## src/rtl/adrv9001_rx_cal_if.sv

```systemverilog
// RX calibration side-band bundle: the monitored capture stream (tvalid/tdata)
// plus the runtime delay-load port driven back into the capture block.
interface adrv9001_rx_cal_if #(
    parameter int TAP_WIDTH  = 5,
    parameter int DATA_WIDTH = 32
);
    logic                  mon_tvalid;
    logic [DATA_WIDTH-1:0] mon_tdata;
    logic [TAP_WIDTH-1:0]  dly_tap;
    logic                  dly_load;

    // Calibration sequencer: watches the stream, owns the delay-load port.
    modport master (
        input  mon_tvalid,
        input  mon_tdata,
        output dly_tap,
        output dly_load
    );

    // Capture block: sources the stream, latches dly_tap on dly_load.
    modport slave (
        output mon_tvalid,
        output mon_tdata,
        input  dly_tap,
        input  dly_load
    );
endinterface

```

## src/rtl/adrv9001_rx_cal.sv

```systemverilog
// ADRV9001 RX LVDS delay calibration. Sweeps every input-delay tap, checks the
// captured stream against a static training pattern, then loads the centre of
// the longest contiguous run of passing taps (earliest run wins a tie).
module adrv9001_rx_cal #(
    parameter int TAP_WIDTH      = 5,
    parameter int DATA_WIDTH     = 32,
    parameter int SETTLE_CYCLES  = 64,
    parameter int CHECK_SAMPLES  = 256,
    parameter int TIMEOUT_CYCLES = 4096
) (
    input  logic                  clk,
    input  logic                  rst,
    input  logic                  start,
    input  logic [DATA_WIDTH-1:0] pattern,
    adrv9001_rx_cal_if.master     rx,
    output logic                  busy,
    output logic                  done,
    output logic                  pass,
    output logic [TAP_WIDTH-1:0]  best_tap,
    output logic [TAP_WIDTH:0]    eye_width
);
    localparam int LW = TAP_WIDTH + 1;
    localparam int SW = $clog2(SETTLE_CYCLES + 1);
    localparam int CW = $clog2(CHECK_SAMPLES + 1);
    localparam int OW = $clog2(TIMEOUT_CYCLES + 1);

    localparam logic [TAP_WIDTH-1:0] MAX_TAP     = '1;
    localparam logic [SW-1:0]        SETTLE_LAST = SW'(SETTLE_CYCLES - 1);
    localparam logic [CW-1:0]        SAMPLE_LAST = CW'(CHECK_SAMPLES - 1);
    localparam logic [OW-1:0]        TO_LAST     = OW'(TIMEOUT_CYCLES - 1);

    typedef enum logic [2:0] {
        S_IDLE, S_LOAD, S_SETTLE, S_CHECK, S_EVAL, S_APPLY, S_DONE
    } state_t;

    state_t               state;
    logic [TAP_WIDTH-1:0] tap;
    logic [TAP_WIDTH-1:0] cur_start;
    logic [TAP_WIDTH-1:0] best_start;
    logic [LW-1:0]        cur_len;
    logic [LW-1:0]        best_len;
    logic [SW-1:0]        settle_cnt;
    logic [CW-1:0]        sample_cnt;
    logic [OW-1:0]        to_cnt;
    logic                 err;

    logic [LW-1:0]        next_len;
    logic [LW-1:0]        half_len;
    logic [TAP_WIDTH-1:0] run_start;
    logic [TAP_WIDTH-1:0] centre;
    logic                 beat_bad;

    // Run bookkeeping: extended run length, its start tap, and floor centre of the best run.
    assign next_len  = cur_len + LW'(1);
    assign run_start = (cur_len == '0) ? tap : cur_start;
    assign half_len  = (best_len - LW'(1)) >> 1;
    assign centre    = TAP_WIDTH'(LW'(best_start) + half_len);
    assign beat_bad  = rx.mon_tvalid && (rx.mon_tdata != pattern);

    // Sequencer FSM with registered outputs; dly_load and done are single-cycle strobes.
    always_ff @(posedge clk) begin
        if (rst) begin
            state       <= S_IDLE;
            tap         <= '0;
            cur_start   <= '0;
            best_start  <= '0;
            cur_len     <= '0;
            best_len    <= '0;
            settle_cnt  <= '0;
            sample_cnt  <= '0;
            to_cnt      <= '0;
            err         <= 1'b0;
            rx.dly_tap  <= '0;
            rx.dly_load <= 1'b0;
            busy        <= 1'b0;
            done        <= 1'b0;
            pass        <= 1'b0;
            best_tap    <= '0;
            eye_width   <= '0;
        end else begin
            rx.dly_load <= 1'b0;
            done        <= 1'b0;
            case (state)
                S_IDLE: begin
                    if (start) begin
                        tap        <= '0;
                        cur_start  <= '0;
                        best_start <= '0;
                        cur_len    <= '0;
                        best_len   <= '0;
                        pass       <= 1'b0;
                        best_tap   <= '0;
                        eye_width  <= '0;
                        busy       <= 1'b1;
                        state      <= S_LOAD;
                    end
                end
                S_LOAD: begin
                    rx.dly_tap  <= tap;
                    rx.dly_load <= 1'b1;
                    settle_cnt  <= '0;
                    state       <= S_SETTLE;
                end
                S_SETTLE: begin
                    // Data is discarded while the delay line settles.
                    if (settle_cnt == SETTLE_LAST) begin
                        sample_cnt <= '0;
                        to_cnt     <= '0;
                        err        <= 1'b0;
                        state      <= S_CHECK;
                    end else begin
                        settle_cnt <= settle_cnt + SW'(1);
                    end
                end
                S_CHECK: begin
                    to_cnt <= to_cnt + OW'(1);
                    if (rx.mon_tvalid)
                        sample_cnt <= sample_cnt + CW'(1);
                    // A completing beat takes priority over a coincident timeout.
                    if (beat_bad) begin
                        err   <= 1'b1;
                        state <= S_EVAL;
                    end else if (rx.mon_tvalid && sample_cnt == SAMPLE_LAST) begin
                        state <= S_EVAL;
                    end else if (to_cnt == TO_LAST) begin
                        err   <= 1'b1;
                        state <= S_EVAL;
                    end
                end
                S_EVAL: begin
                    if (!err) begin
                        cur_len   <= next_len;
                        cur_start <= run_start;
                        if (next_len > best_len) begin
                            best_len   <= next_len;
                            best_start <= run_start;
                        end
                    end else begin
                        cur_len <= '0;
                    end
                    if (tap == MAX_TAP) begin
                        state <= S_APPLY;
                    end else begin
                        tap   <= tap + TAP_WIDTH'(1);
                        state <= S_LOAD;
                    end
                end
                S_APPLY: begin
                    eye_width   <= best_len;
                    rx.dly_load <= 1'b1;
                    if (best_len != '0) begin
                        best_tap   <= centre;
                        rx.dly_tap <= centre;
                        pass       <= 1'b1;
                    end else begin
                        best_tap   <= '0;
                        rx.dly_tap <= '0;
                        pass       <= 1'b0;
                    end
                    busy  <= 1'b0;
                    done  <= 1'b1;
                    state <= S_DONE;
                end
                S_DONE: begin
                    state <= S_IDLE;
                end
                default: begin
                    state <= S_IDLE;
                end
            endcase
        end
    end
endmodule

```

## src/flat_wrapper.sv

```systemverilog
// flat-port wrapper written by rule: the top's interface ports become plain ports
module adrv9001_rx_cal_flat 
#(
    parameter int TAP_WIDTH      = 5,
    parameter int DATA_WIDTH     = 32,
    parameter int SETTLE_CYCLES  = 64,
    parameter int CHECK_SAMPLES  = 256,
    parameter int TIMEOUT_CYCLES = 4096
)
  (clk, rst, start, pattern, busy, done, pass, best_tap, eye_width, rx_mon_tvalid, rx_mon_tdata, rx_dly_tap, rx_dly_load);
  adrv9001_rx_cal_if #(.TAP_WIDTH(TAP_WIDTH), .DATA_WIDTH(DATA_WIDTH)) rx_i ();
  input  logic clk;
  input  logic rst;
  input  logic start;
  input  logic [DATA_WIDTH-1:0] pattern;
  output logic busy;
  output logic done;
  output logic pass;
  output logic [TAP_WIDTH-1:0] best_tap;
  output logic [TAP_WIDTH:0] eye_width;
  input wire logic [$bits(rx_i.mon_tvalid)-1:0] rx_mon_tvalid;
  input wire logic [$bits(rx_i.mon_tdata)-1:0] rx_mon_tdata;
  output wire logic [$bits(rx_i.dly_tap)-1:0] rx_dly_tap;
  output wire logic [$bits(rx_i.dly_load)-1:0] rx_dly_load;
  assign rx_i.mon_tvalid = rx_mon_tvalid;
  assign rx_i.mon_tdata = rx_mon_tdata;
  assign rx_dly_tap = rx_i.dly_tap;
  assign rx_dly_load = rx_i.dly_load;
  adrv9001_rx_cal #(.TAP_WIDTH(TAP_WIDTH), .DATA_WIDTH(DATA_WIDTH), .SETTLE_CYCLES(SETTLE_CYCLES), .CHECK_SAMPLES(CHECK_SAMPLES), .TIMEOUT_CYCLES(TIMEOUT_CYCLES)) u_core (.clk(clk), .rst(rst), .start(start), .pattern(pattern), .rx(rx_i), .busy(busy), .done(done), .pass(pass), .best_tap(best_tap), .eye_width(eye_width));
endmodule
```

## config.mk

```make
export PLATFORM = sky130hd
export DESIGN_NAME = adrv9001_rx_cal_flat
export DESIGN_NICKNAME = d
export VERILOG_FILES = /design/src/rtl/adrv9001_rx_cal_if.sv /design/src/rtl/adrv9001_rx_cal.sv /design/src/flat_wrapper.sv
export SDC_FILE = /design/constraint.sdc
export NUM_CORES = 1
export LEC_CHECK = 0
export CAP_MARGIN = 10
export CORE_MARGIN = 10
export CORE_UTILIZATION = 32
export CTS_CLUSTER_SIZE = 10
export DETAILED_ROUTE_END_ITERATION = 16
export DONT_BUFFER_PORTS = 1
export HOLD_SLACK_MARGIN = 0.03
export MAX_ROUTING_LAYER = met4
export PLACE_DENSITY = 0.49
export RECOVER_POWER = 25
export SYNTH_ARGS = -nofsm -noshare
export SYNTH_HDL_FRONTEND = slang
export SYNTH_SLANG_ARGS = --single-unit
```

## constraint.sdc

```tcl
create_clock -name clk -period 3.45 [get_ports clk]
set_input_delay 0.69 -clock clk [delete_from_list [all_inputs] [get_ports clk]]
set_output_delay 0.69 -clock clk [all_outputs]
set_load 0.05 [all_outputs]
```

==> flow_metrics.tcl, run 1 <==
set metrics [dict create \
    status "finished clean" \
    slew_headroom_pct 43.40 \
    synth.top_cell.area_share_pct 36.10 \
    worstMarginPinSlew_ns 0.8372 \
    finalCritPeriodShare_pct 72.64 \
    fin_ws_ns 0.9439 \
    portBuffers 0 \
    cts_buffers 9 \
    nNetsFinal 618 \
    grtUsageTotal_pct 12.38 \
    cp_cell_sequence "ha_1 > nand3_1 > xnor2_1 > ha_1 > o21a_1 > o221ai_1 > a21oi_1 > buf_4 > or3_1 > a21oi_1" \
    numClockSinks 80 \
    r2r_start "u_core.cur_len[0]" \
    hold_violations 0 \
    yosys_warnings 0 \
    avgSynthCellArea_sq_um 8.216 \
    insertion_delay_ns 0.34 \
    clkTransAtPathRegs_ns 0.06 \
    period_needed_ns 2.506 \
    hold_start "rst" \
    initial_core_util_pct 33.11 \
    synthTopCellsByArea "dfxtp_1, xor2_1, a21oi_1" \
    syn_to_final_growth_pct 9.983 \
    grt_pass1_wl_microns 18150 \
    ys_ff_latch 80 \
    rrSetupSlack_ns 0.94 \
    finalMaxSlewViolations 0 \
    final_cells 710 \
    synth_top_cell_by_area "dfxtp_1" \
    arrival_ns 2.78 \
    ys_top_cells_by_count "dfxtp_1, nor2_1, a21oi_1" \
    cp-end-kind "register" \
    synth.distinct_cells 62 \
    async_flop_share_pct 0 \
    critical-path-top-delay-family "compound AO/OA/AOI/OAI gates" \
    critPathRequiredTime_ns 3.73 \
    cts_hold_buf 0 \
    dp.cells 694 \
    finalWirelength_microns 11140 \
    netlist_area_sq_um 4437 \
    layout-drive-gt1-share_pct 6.180 \
    cp-start-kind "register" \
    cts_root_buf "clkbuf_16" \
    synth_nets 629 \
    diodes 0 \
    fmax_mhz 399.0 \
    grt_max_degree 69 \
    worst-r2r-cell-count 10 \
    cp.buffers_inverters 1 \
    setup_viol 0 \
    dr_total_vias 3705 \
    vdd.ir_drop.worst_mv 0.2596 \
    rows 42 \
    dp_hpwl_microns 8319 \
    wl_per_cell_microns 15.69 \
    gp_congestion 0.8114 \
    die-area_sq_um 18980 \
    die_y_microns 137.8 \
    synth-main-ff-cell "dfxtp_1" \
    grt_pass1_vias 3489 \
    antenna_found_initial 0 \
    post_cts_buffers 0 \
    ys_seq_area_share_pct 36.10 \
    hp-class "in -> reg" \
    post_cts_resize_count 0 \
    dieWidth_microns 137.8 \
    fin_skew_ns 0.008585 \
    drcViolationCount 0 \
    yosysMostFrequentCell "dfxtp_1" \
    max_stage_delay_ns 0.42 \
    synth_edf_count 0 \
    initialDrtViolationCount 285 \
    cts_buffer_depth 2 \
    power.density_nw_per_um2 457.2 \
    place_ws_ns 0.9795 \
    tns_ns 0 \
    r2r-end "u_core.best_len[4]" \
    routed_via_density 5.218 \
    hold_path_depth 1 \
    htreeDepth 3 \
    syn_inst 540 \
    hold_end "u_core.pass" \
    crit_slowest_cell "dfxtp_1" \
    rsz0062_at_grt "no" \
    core-area_sq_um 13400 \
    ioPinCount 88 \
    worstSetupPathType "reg -> reg" \
    grt_overflow 0 \
    p_leak_nw 1.639 \
    whs_ns 0.4105 \
    cts_tree "built" \
    cp_max_fo 20 \
    drtPass1Iterations 4 \
    final_antenna_net_count 0 \
    drv_cap 0 \
]
[power breakdown]
group | switching [mW] | total, mW | leakage (nW) | internal (mW)
Sequential | 0.0823 | 1.03 | 0.646 | 0.947
Clock | 0.381 | 1.00 | 0.155 | 0.619
Combinational | 0.128 | 0.202 | 0.838 | 0.0735
Total | 0.591 | 2.23 | 1.64 | 1.64
[flip-flops by register name, summed over array words and instances (netlist names), 3 cells and up]
signal,flops
u_core.best_start,5
u_core.tap,5
u_core.cur_len,6
u_core.to_cnt,13
u_core.best_tap,5
u_core.best_len,6
u_core.sample_cnt,9
u_core.eye_width,6
u_core.settle_cnt,7
u_core.rx.dly_tap,5
u_core.cur_start,5
u_core.state,3
[final cells by class]
type                            count  area, sq um
Inverter                           19        71.32
Clock inverter                      4        51.30
Multi-Input combinational cell    416         2646
Fill cell                        1376         8521
Tap cell                          176        220.2
Timing Repair Buffer                3        22.52
Clock buffer                       12        266.5
Sequential cell                    80         1602
[logic make-up after synthesis]
logic type / Yosys count / synth area share (%)
compound gates: 125 / 17.68
xor+xnor: 53 / 10.46
fa+ha+maj: 21 / 6.091
buf+inv: 44 / 4.258
flops: 80 / 36.10
mux: 2 / 0.4794
simple gates: 215 / 24.93
[layer usage]
metal  wire length, microns  GRT usage (%)  up-vias
met2                   5064          18.36       65
met5                      0              -        -
li1                       -              -     1902
met3                    647          3.168       15
met1                   5195          15.43     1723
met4                    235          5.794        0
[worst max-delay path by stage]
stage                    endpoint              start  slack (ns)  cells after the start
2_1_floorplan  u_core.best_len[1]  u_core.cur_len[0]        1.25                     10
3_3_place_gp   u_core.best_len[3]  u_core.cur_len[0]        1.09                     10
5_1_grt        u_core.best_len[2]  u_core.cur_len[2]        0.69                      8
3_5_place_dp   u_core.best_len[4]  u_core.cur_len[0]        0.98                     10
4_1_cts        u_core.best_len[4]  u_core.cur_len[0]        0.95                     10
6_report       u_core.best_len[4]  u_core.cur_len[0]        0.94                     10
[worst reg2reg max path: stages, from the launching register on]
cell and delay [ns]:
dfxtp_1 0.42, ha_1 0.23, nand3_1 0.10, xnor2_1 0.27, ha_1 0.30, o21a_1 0.18
o221ai_1 0.18, a21oi_1 0.08, buf_4 0.22, or3_1 0.31, a21oi_1 0.15
[through the flow]
step / instance area (sq um) / power, mW / utilization [%]
finish: 4880 / 2.231 / 36.41
detailed placement: 4562 / 1.251 / 34.04
floorplan: 4437 / 1.215 / -
global placement: 4562 / 1.249 / 34.04
CTS: 4880 / 2.266 / 36.41
global route: 4880 / 2.340 / 36.41
[cell usage in the layout, fill, tap and decap left out, types with 2 or more instances in the layout]
cell | netlist | routed
and3b_1 | 2 | 2
nor2_1 | 57 | 57
clkbuf_8 | 0 | 3
and2_1 | 2 | 2
o31ai_1 | 2 | 2
ha_1 | 20 | 20
a211oi_2 | 2 | 2
a21oi_1 | 55 | 55
nor2b_1 | 4 | 4
a22oi_1 | 4 | 4
a32oi_1 | 5 | 5
nand3b_1 | 11 | 11
buf_4 | 2 | 3
xnor2_1 | 16 | 16
o21a_1 | 3 | 3
nor3b_1 | 2 | 2
nand4_1 | 7 | 7
clkbuf_16 | 0 | 9
a22o_1 | 2 | 2
inv_1 | 19 | 19
a211oi_1 | 10 | 10
xor2_1 | 37 | 37
o211ai_1 | 2 | 2
nand3_1 | 21 | 21
o21ai_0 | 21 | 21
a311oi_1 | 3 | 3
or3_1 | 11 | 11
o21bai_1 | 2 | 2
and3_1 | 4 | 4
nand2b_1 | 4 | 4
nor3_1 | 13 | 13
a31oi_1 | 3 | 3
dfxtp_1 | 80 | 80
a21o_1 | 2 | 2
nand2_1 | 51 | 51
nor4_1 | 12 | 12
a2111oi_0 | 2 | 2
(Power assumes the default switching activity.)
==> inputs of run 2 (changes only) <==
--- a/config.mk
+++ b/config.mk
@@ -13,7 +13,7 @@
 export DONT_BUFFER_PORTS = 1
 export HOLD_SLACK_MARGIN = 0.03
 export MAX_ROUTING_LAYER = met4
-export PLACE_DENSITY = 0.49
+export PLACE_DENSITY = 0.5
 export RECOVER_POWER = 25
 export SYNTH_ARGS = -nofsm -noshare
 export SYNTH_HDL_FRONTEND = slang
==> constraint.sdc (replaced) <==
create_clock -name clk -period 2.2 [get_ports clk]
set_input_delay 0.44 -clock clk [delete_from_list [all_inputs] [get_ports clk]]
set_output_delay 0.44 -clock clk [all_outputs]
set_load 0.05 [all_outputs]
==> flow_metrics.tcl, run 2 (synthesis gave the netlist of run 1 again) <==
set metrics [dict create \
    portBuffers 0 \
    largestRegisters "u_core.to_cnt x13, u_core.sample_cnt x9, u_core.settle_cnt x7" \
    layout_common_cells "dfxtp_1, nor2_1, nand2_1, a21oi_1, xor2_1" \
    drv_cap 0 \
    slew_headroom_pct 61.70 \
    routed_via_density 5.195 \
    worstSetupPathType "reg -> reg" \
    grtUsageTotal_pct 12.81 \
    rows 42 \
    grt_pass1_vias 3693 \
    setup_viol 0 \
    diodes 0 \
    cts_root_buf "clkbuf_16" \
    finalMaxSlewViolations 0 \
    status "finished clean" \
    hold_violations 0 \
    crit_slowest_cell "dfxtp_4" \
    finalCritPeriodShare_pct 99.59 \
    numClockSinks 80 \
    antenna_found_initial 0 \
    place_ws_ns -0.09149 \
    initialDrtViolationCount 194 \
    worstMarginPinSlew_ns 0.5738 \
    hp-class "in -> reg" \
    largest_reg_flops 13 \
    p_comb_share_pct 11.1 \
    die_y_microns 137.8 \
    nNetsFinal 652 \
    dieWidth_microns 137.8 \
    drcViolationCount 0 \
    cp-start-kind "register" \
    regMostFlops "u_core.to_cnt" \
    cp.buffers_inverters 1 \
    grt_overflow 0 \
    switching_share_pct 26.74 \
    die-area_sq_um 18980 \
    cts_buffers 9 \
    ioPinCount 88 \
    seqCellArea_sq_um 1619 \
    p_clk_share_pct 43.4 \
    cts_tree "built" \
    vdd.ir_drop.worst_mv 0.3917 \
    fin_skew_ns 0.005857 \
    htreeDepth 3 \
    cp-end-kind "register" \
    dr_total_vias 3855 \
    initial_core_util_pct 33.11 \
    fmax_mhz 456.4 \
    drtPass1Iterations 4 \
    cp_max_fo 8 \
    final_antenna_net_count 0 \
    final_common_cell "dfxtp_1" \
    finalWirelength_microns 11880 \
    rsz0062_at_grt "yes" \
    critPathRequiredTime_ns 2.47 \
    grt_pass1_wl_microns 18860 \
    whs_ns 0.1711 \
    p_leak_nw 1.849 \
    sequentialPowerShare_pct 45.5 \
    syn_to_final_growth_pct 20.30 \
    power.density_nw_per_um2 656.6 \
    cts_buffer_depth 2 \
    n_fill_cell 1334 \
    period_needed_ns 2.191 \
    wl_per_cell_microns 16.01 \
    clkTransAtPathRegs_ns 0.06 \
    cp_cell_sequence "ha_4 > nand3_4 > xnor2_2 > ha_1 > o21a_1 > o221ai_2 > a21oi_2 > buf_6 > or3_1 > a21oi_1" \
    grt_max_degree 69 \
    critical-path-top-delay-family "compound AO/OA/AOI/OAI gates" \
    gp_congestion 0.8176 \
    multi_input_area_sq_um 2829 \
    core-area_sq_um 13400 \
    layout-drive-gt1-share_pct 17.49 \
    p_int_mw 2.568 \
    max_stage_delay_ns 0.37 \
    dp_hpwl_microns 8814 \
    fin_ws_ns 0.009029 \
    insertion_delay_ns 0.34 \
    p_sw_mw 0.9371 \
    arrival_ns 2.46 \
]
-- run 2: timing repair --
item,4_1_cts,5_1_grt
gates cloned,1,0
gates resized for setup,10,39
setup endpoints to repair,8,13
buffers inserted,1,3
pin swaps,0,26
hold buffers,0,0
-- run 2: path summary, 6_finish.rpt --
check | from | end | slack, ns | depth (start not counted)
min | rst | u_core.rx.dly_tap[3] | 0.17 | 1
max | u_core.cur_len[0] | u_core.best_start[1] | 0.009 | 10
min reg2reg | u_core.settle_cnt[6] | u_core.settle_cnt[6] | 0.44 | 2
max reg2reg | u_core.cur_len[0] | u_core.best_start[1] | 0.009 | 10
-- run 2: through the flow --
stage / instance area [sq um] / util [%] / instances / TNS (ns) / power, mW
2_1_floorplan: 4444 / - / 540 / 0 / 1.906
3_3_place_gp: 4800 / 35.82 / 723 / -0.05851 / 2.005
3_5_place_dp: 4800 / 35.82 / 723 / -0.4847 / 2.010
4_1_cts: 5141 / 38.37 / 739 / 0 / 3.536
5_1_grt: 5338 / 39.83 / 742 / -0.8668 / 3.649
6_report: 5338 / 39.83 / 742 / 0 / 3.505
-- run 2: cell type report --
| class | count | area share, % |
|---|---|---|
| clock inverter | 3 | 0.7970 |
| sequential | 80 | 30.33 |
| tap | 176 | 4.126 |
| inverter | 19 | 1.336 |
| multi-input combinational | 416 | 53.00 |
| timing repair buffer | 37 | 5.673 |
| clock buffer | 11 | 4.735 |
-- run 2: power by group through the flow --
stage	Clock (mW)	Sequential (mW)	Combinational [mW]
CTS	1.55	1.60	0.384
finish	1.52	1.59	0.390
floorplan	0	1.61	0.299
global route	1.61	1.60	0.440
global placement	0	1.63	0.374
detailed placement	0	1.63	0.379
-- run 2: worst register-to-register path: stages (launching register included) --
cell      delay [ns]
dfxtp_4         0.37
ha_4            0.15
nand3_4         0.06
xnor2_2         0.14
ha_1            0.32
o21a_1          0.20
o221ai_2        0.21
a21oi_2         0.07
buf_6           0.15
or3_1           0.30
a21oi_1         0.15
-- run 2: routing by layer --
metal  global-route usage [%]  vias to the layer above  share of wire (%)
li1                         -                     1974                  -
met4                    4.751                        0                1.5
met3                    2.950                       15                5.0
met2                    19.61                       68                 47
met5                        -                        -                  0
met1                    16.12                     1798                 46
==> inputs of run 3 (changes only) <==
--- a/config.mk
+++ b/config.mk
@@ -6,6 +6,7 @@
 export NUM_CORES = 1
 export LEC_CHECK = 0
 export CAP_MARGIN = 10
+export CORE_ASPECT_RATIO = 0.75
 export CORE_MARGIN = 10
 export CORE_UTILIZATION = 32
 export CTS_CLUSTER_SIZE = 10
@@ -15,6 +16,7 @@
 export MAX_ROUTING_LAYER = met4
 export PLACE_DENSITY = 0.5
 export RECOVER_POWER = 25
+export SLEW_MARGIN = 10
 export SYNTH_ARGS = -nofsm -noshare
 export SYNTH_HDL_FRONTEND = slang
 export SYNTH_SLANG_ARGS = --single-unit
==> flow_metrics.tcl, run 3 (synthesis gave the netlist of run 1 again) <==
set metrics [dict create \
    status "finished clean" \
    grt_pass1_vias 3869 \
    core-area_sq_um 13660 \
    grt_overflow 0 \
    routed_via_density 5.276 \
    insertion_delay_ns 0.34 \
    wl_per_cell_microns 16.53 \
    grtUsageTotal_pct 13.50 \
    die_y_microns 122.0 \
    final_common_cell "dfxtp_1" \
    portBuffers 0 \
    seqCellArea_sq_um 1614 \
    critPathRequiredTime_ns 2.46 \
    clkTransAtPathRegs_ns 0.06 \
    dieWidth_microns 156.0 \
    finalMaxSlewViolations 0 \
    dp_hpwl_microns 9092 \
    postLayoutCellArea_sq_um 5224 \
    ioPinCount 88 \
    dr_total_vias 3894 \
    hp-class "in -> reg" \
    initial_core_util_pct 32.49 \
    largestRegisters "u_core.to_cnt x13, u_core.sample_cnt x9, u_core.settle_cnt x7" \
    place_area_sq_um 4798 \
    crit_start "u_core.cur_len[1]" \
    numClockSinks 80 \
    htreeDepth 3 \
    fmax_mhz 458.7 \
    final_cells 738 \
    cts_buffers 9 \
    layout-drive-gt1-share_pct 14.03 \
    drcViolationCount 0 \
    slew_headroom_pct 56.31 \
    grt_pass1_wl_microns 20290 \
    regMostFlops "u_core.to_cnt" \
    fin_skew_ns 0.008238 \
    grt_max_degree 69 \
    cp_max_fo 21 \
    crit_slowest_cell "dfxtp_4" \
    syn_to_final_growth_pct 17.74 \
    cp-start-kind "register" \
    cp_cell_sequence "nand3_2 > xnor2_2 > ha_4 > a2111oi_4 > a21oi_2 > buf_12 > or3_1 > a21oi_1" \
    cts_hold_buf 0 \
    setup_viol 0 \
    power.density_nw_per_um2 659.7 \
    cp-end-kind "register" \
    drtPass1Iterations 4 \
    final_antenna_net_count 0 \
    p_leak_nw 1.810 \
    tns_ns 0 \
    max_stage_delay_ns 0.37 \
    period_needed_ns 2.180 \
    arrival_ns 2.44 \
    gp_congestion 0.8299 \
    initialDrtViolationCount 239 \
    diodes 0 \
    cts_root_buf "clkbuf_16" \
    multi_input_area_sq_um 2766 \
    worstMarginPinSlew_ns 0.6553 \
    worstSetupPathType "reg -> reg" \
    rsz0062_at_grt "yes" \
    drv_cap 0 \
    cts_tree "built" \
    cts_buffer_depth 2 \
    r2r_start "u_core.cur_len[1]" \
    rows 37 \
    finalCritPeriodShare_pct 99.10 \
    total_power_mw 3.446 \
    die-area_sq_um 19020 \
    largest_reg_flops 13 \
    nNetsFinal 649 \
    dp.cells 722 \
    antenna_found_initial 0 \
    hold_start "rst" \
    hold_violations 0 \
    vdd.ir_drop.worst_mv 0.3193 \
    layout_common_cells "dfxtp_1, nor2_1, a21oi_1" \
    finalWirelength_microns 12200 \
    n_fill_cell 1383 \
]
## run 3: cell types whose count changed in the layout (fill, tap and decap cells not counted), moves of 3 or more
cell     previous run  this run
inv_1              14        18
buf_6               4         0
inv_2               5         0
a21oi_2             4         1
a21oi_1            51        54
## run 3: report_power, final
| part | internal [mW] | leakage, nW | switching, mW |
|---|---|---|---|
| logic | 0.145 | 1.02 | 0.236 |
| registers | 1.48 | 0.649 | 0.110 |
| clock network | 0.898 | 0.141 | 0.575 |
## run 3: final timing paths
path	endpoint	slack, ns	depth (start not counted)
min	u_core.best_len[3]	0.18	1
max	u_core.best_len[5]	0.02	8
min reg2reg	u_core.settle_cnt[6]	0.45	2
max reg2reg	u_core.best_len[5]	0.02	8
## run 3: layout make-up
cell class              instances  area share, %
multi-input cells             416          52.96
flip-flops and latches         80          30.90
repair buffers                 34          5.054
clock buffers                  11          4.647
well taps                     175          4.192
inverters                      19          1.413
clock inverters                 3         0.8383
## run 3: per-stage QoR
| stage | setup WS (ns) | hold WS (ns) | utilization, % |
|---|---|---|---|
| floorplan | 0.01806 | 0.4180 | - |
| global placement | -0.08422 | 0.4308 | 35.14 |
| detailed placement | -0.1304 | 0.4377 | 35.14 |
| CTS | 0.02018 | 0.1578 | 37.66 |
| global route | -0.09569 | 0.1585 | 38.25 |
| finish | 0.01991 | 0.1843 | 38.25 |
## run 3: metal layers
layer  track usage (%)  routed length [microns]
met1             17.52                     5973
met5                 -                        0
met2             19.91                     5512
met3             3.838                      565
met4             4.120                      147
## run 3: timing repair
action	CTS	global route
gates resized for setup	11	16
pin swaps	2	4
buffers inserted	1	1
setup endpoints to repair	10	14
## run 3: critical path: cells and delay by family (launching register included)
family	cells	cell delay (ns)
AND/OR/NAND/NOR	2	0.45
XOR/XNOR	1	0.25
adder cells (fa/ha/maj)	1	0.25
AO/OA/AOI/OAI	3	0.64
flip-flops	1	0.37
buffers and inverters	1	0.16
